File: config.mk
export PLATFORM = sky130hd
export DESIGN_NAME = store_stage
export DESIGN_NICKNAME = d
export VERILOG_FILES = /design/src/rtl/store_stage.sv
export SDC_FILE = /design/constraint.sdc
export NUM_CORES = 2
export LEC_CHECK = 0
export BUFFER_PORTS_ARGS = -buffer_cell sky130_fd_sc_hd__buf_2
export CAP_MARGIN = 20
export CELL_PAD_IN_SITES_DETAIL_PLACEMENT = 0
export CELL_PAD_IN_SITES_GLOBAL_PLACEMENT = 1
export CORE_AREA = 2 2 569 571
export CTS_CLUSTER_DIAMETER = 50
export DETAILED_ROUTE_END_ITERATION = 10
export DIE_AREA = 0 0 571 573
export HOLD_SLACK_MARGIN = 0.03
export PLACE_DENSITY = 0.42
export SLEW_MARGIN = 0
export SYNTH_ARGS = -nofsm -noshare
export SYNTH_HDL_FRONTEND = slang
export SYNTH_SLANG_ARGS = --single-unit
File: constraint.sdc
create_clock -name clk -period 3.3 [get_ports clk]
set_clock_uncertainty 0.15 [all_clocks]
set_input_delay 0.165 -clock clk [delete_from_list [all_inputs] [get_ports clk]]
set_output_delay 0.165 -clock clk [all_outputs]
set_load 0.02 [all_outputs]
File: src/rtl/store_stage.sv
// store_stage: serializes a squeezed rate block into W-bit ready/valid words, tracking the owed output length.
// Optional STORE_STAGE_TAIL_MASK_EN zeroes the unused high bits of a partial final word.
module store_stage #(
  parameter int W        = 64,
  parameter int RATE_MAX = 1344
) (
  input  logic                clk,
  input  logic                rst,
  input  logic [RATE_MAX-1:0] rate_output,
  input  logic                output_buffer_we,
  input  logic [31:0]         output_size,
  input  logic [1:0]          operation_mode,
  input  logic                copy_control_regs_en,
  output logic                output_buffer_ready,
  input  logic                ready_i,
  output logic                valid_o,
  output logic [W-1:0]        data_out,
  output logic                last_o
);
  localparam logic [0:0] EMPTY = 1'b0;
  localparam logic [0:0] DRAIN = 1'b1;
  localparam int LW = $clog2(W);
  logic [0:0]          state_q, state_d;
  logic [RATE_MAX-1:0] sr_q, sr_d;
  logic [31:0]         rem_q, rem_d;
  logic [4:0]          wpb_q, wpb_d;
  logic [4:0]          idx_q, idx_d;
  logic                done;
  assign done = rem_q <= 32'(W);
  always_comb begin
    state_d = state_q;
    sr_d    = sr_q;
    rem_d   = rem_q;
    wpb_d   = wpb_q;
    idx_d   = idx_q;
    if (state_q == EMPTY) begin
      if (copy_control_regs_en) begin
        rem_d = output_size;
        wpb_d = operation_mode == 2'b00 ? 5'd21 : 5'd17;
      end
      if (output_buffer_we && rem_q != '0) begin
        sr_d    = rate_output;
        idx_d   = '0;
        state_d = DRAIN;
      end
    end else if (ready_i) begin
      sr_d    = sr_q >> W;
      idx_d   = idx_q + 5'd1;
      rem_d   = done ? '0 : rem_q - 32'(W);
      state_d = (done || idx_q == wpb_q - 5'd1) ? EMPTY : DRAIN;
    end
  end
  always_ff @(posedge clk) begin
    if (rst) begin
      state_q <= EMPTY;
      sr_q    <= '0;
      rem_q   <= '0;
      wpb_q   <= 5'd21;
      idx_q   <= '0;
    end else begin
      state_q <= state_d;
      sr_q    <= sr_d;
      rem_q   <= rem_d;
      wpb_q   <= wpb_d;
      idx_q   <= idx_d;
    end
  end
  assign output_buffer_ready = state_q == EMPTY;
  assign valid_o             = state_q == DRAIN;
  assign last_o              = valid_o && done;
`ifdef STORE_STAGE_TAIL_MASK_EN
  // remaining is never 0 while draining, so a shift of rem_q[LW-1:0] keeps at least one bit
  assign data_out = rem_q < 32'(W) ? sr_q[W-1:0] & ~({W{1'b1}} << rem_q[LW-1:0]) : sr_q[W-1:0];
`else
  assign data_out = sr_q[W-1:0];
`endif
endmodule

==> impl_metrics.env <==
export IMPL_outcome="complete, no violations"
export IMPL_cts_root_buf="clkbuf_16"
export IMPL_cp_data_required_time_ns=2.98
export IMPL_antenna_found_initial=245
export IMPL_start_kind="register"
export IMPL_yosysSeqAreaShare_pct=41.5
export IMPL_io_pins=1450
export IMPL_period_share_pct=95.4
export IMPL_drcViolationCount=0
export IMPL_rows=208
export IMPL_drtPass1Iterations=6
export IMPL_hpwlAfterDp_mm=267
export IMPL_postRouteAntennaNets=0
export IMPL_yosys_warnings=0
export IMPL_dp_worst_setup_slack_ns=0.227
export IMPL_fmaxAchievable_mhz=318
export IMPL_maxSlewHeadroom_pct=34.7
export IMPL_gp_congestion=0.862
export IMPL_clock_sinks=1383
export IMPL_initial_core_util_pct=20.8
export IMPL_drive_gt1_share_pct=30.7
export IMPL_fin_setup_tns_ns=0
export IMPL_vdd_ir_drop_worst_mv=0.385
export IMPL_r2r_setup_slack_ns=0.18
export IMPL_place_area_um2=77900
export IMPL_worstPathArrival_ns=2.83
export IMPL_hold_slack_ns=0.110
export IMPL_syn2layout_area_growth_pct=60.5
export IMPL_tightest_slew_ns=0.980
export IMPL_setup_slack_ns=0.152
export IMPL_finalNetCount=10700
export IMPL_drt_total_wl_mm=367
export IMPL_synth_edf_count=0
export IMPL_finalHoldViolations=0
export IMPL_cp_end_kind="primary output"
export IMPL_synth_nets=7743
export IMPL_crit_type="register to primary output"
export IMPL_drv_slew=0
export IMPL_postLayoutCoreUtil_pct=33.4
export IMPL_cts_clk_slew_worst_paths_ns=0.06
export IMPL_cts_htree_levels=5
export IMPL_io_buffers=1449
export IMPL_cts_tree="done"
export IMPL_synthCells=6356
export IMPL_grt_pass1_wl_mm=511
export IMPL_num_vias=65700
export IMPL_cts_buffers=275
export IMPL_drtIter0Drc=3750
export IMPL_grt_usage_pct=21.4
export IMPL_avgViaCountPerCell=4.68
export IMPL_cap_violations=0
export IMPL_leakagePower_uw=0.0403
export IMPL_synth_distinct_cells=53
export IMPL_fin_crit_ns=3.15
export IMPL_syn_area_um2=66700
export IMPL_core_area_um2=320000
export IMPL_synth_area_top_cells="dfxtp_1 42%, mux2i_1 19%, a211oi_2 15%, nor3_1 9.7%, a211oi_1 5.5%"
export IMPL_worstHoldPathType="input pin to register"
export IMPL_die_x_um=571
export IMPL_grt_ovfl_total=0
export IMPL_cts_max_path_buffers=4
export IMPL_grt_pass1_vias=67600
export IMPL_avgRoutedWirePerCell_um=26.1
export IMPL_synth_top_area_cell="dfxtp_1"
export IMPL_yosys_area_top_type_share_pct=41.5
export IMPL_die_h_um=573
export IMPL_ys_ff_latch=1383
export IMPL_cp_max_fo=5
export IMPL_die_area_um2=327000
export IMPL_grt_max_degree=126
export IMPL_p_per_area_nw_per_um2=595
export IMPL_setup_viol=0
export IMPL_worst_skew_pair_late_latency_ns=0.89
export IMPL_ys_flop_type="dfxtp_1"
export IMPL_design_area_um2=107000
export IMPL_postSynthAreaPerCell_um2=10.5
export IMPL_ys_async_sr_fraction_pct=0
==> power breakdown <==
| part | internal [uW] | total, uW | switching, uW |
|---|---|---|---|
| Clock | 19500 | 30100 | 10500 |
| Combinational | 5980 | 13200 | 7170 |
| Sequential | 18700 | 20400 | 1720 |
| Total | 44200 | 63600 | 19400 |
==> kinds of logic after synthesis <==
logic type,count (synthesis),synth area share [%]
compound gates,1446,22.2
xor+xnor,3,0.0394
fa+ha+maj,4,0.0751
buf+inv,816,6.08
flops,1383,41.5
mux,1288,19.3
simple gates,1416,10.7
==> critical path, stage by stage, from the launching register on <==
cell	delay, ns
dfxtp_1	0.36
nor4_4	0.34
buf_4	0.19
nand3_2	0.13
or4_4	0.60
nor2_1	0.15
buf_4	0.21
==> flip-flops by register name, indices dropped and copies added (netlist names) <==
| signal | cells |
|---|---|
| rem_q | 32 |
| idx_q | 5 |
| wpb_q | 1 |
| sr_q | 1344 |
| valid_o | 1 |
==> final cells by class <==
cell class              instances  area [um^2]
diodes                        167          418
clock buffers                 342         7570
clock inverters               147         2160
fillers                     33100       213000
inverters                       6         22.5
multi-input cells            4157        35000
flip-flops and latches       1383        27700
well taps                    4305         5390
repair buffers               3539        28700
==> through the flow <==
step	total power, uW	std cells
floorplan	27600	6356
global placement	31700	11500
detailed placement	31800	11500
CTS	64300	13900
global route	66100	14000
finish	63600	14000
==> final timing paths <==
check               startpoint         end  cells after the start
min          rate_output[1236]  sr_q[1236]                      4
min reg2reg         sr_q[1289]  sr_q[1289]                      1
max reg2reg            valid_o    rem_q[9]                      8
max                  rem_q[13]      last_o                      6
==> Yosys cell counts, types with 4 or more instances <==
cell,n
mux2i_1,1287
dfxtp_1,1383
a22o_1,64
buf_6,90
o21a_1,4
buf_1,30
clkbuf_1,567
nor3_1,1287
nand2_1,49
or4_1,5
nor2b_1,4
nor2_1,20
o21ai_0,20
nor4_1,7
or3_1,8
buf_2,59
a31oi_1,8
a211oi_1,489
buf_4,64
inv_1,6
a211oi_2,800
nand3_1,16
ha_1,4
a21oi_1,33
o32a_1,4
nand2b_1,4
==> timing repair <==
item                                    in CTS  in global routing
setup buffers                                1                  3
pin swaps                                    1                  2
endpoints found under the setup margin       1                 26
hold endpoints to repair                  1383                  0
hold buffers                              1881                  0
gates cloned                                 0                  1
resized for setup                            6                  5
==> cells in the final DEF (no fill, tap or decap), types with 8 or more instances in the layout <==
| cell type | n |
|---|---|
| nor3_1 | 1287 |
| a22o_1 | 64 |
| clkinv_4 | 15 |
| dlygate4sd3_1 | 1881 |
| inv_6 | 18 |
| dfxtp_1 | 1381 |
| nand2_1 | 49 |
| diode_2 | 167 |
| buf_4 | 128 |
| clkbuf_16 | 279 |
| buf_2 | 1447 |
| nor2_1 | 20 |
| nand3_1 | 14 |
| bufinv_16 | 40 |
| clkinv_2 | 22 |
| clkinvlp_4 | 39 |
| mux2i_1 | 1287 |
| or3_1 | 8 |
| a211oi_2 | 800 |
| clkbuf_8 | 37 |
| o21ai_0 | 20 |
| clkbuf_1 | 27 |
| a211oi_1 | 489 |
| buf_12 | 81 |
| a21oi_1 | 33 |
| a31oi_1 | 8 |
==> metal layers <==
layer / up-vias / wire length, um / GRT usage, %
li1: 30600 / - / -
met1: 32400 / 168000 / 28.3
met2: 1954 / 168000 / 34.7
met3: 621 / 20000 / 4.37
met4: 120 / 10000 / 6.07
met5: - / 766 / 0
(Power assumes the default switching activity.)
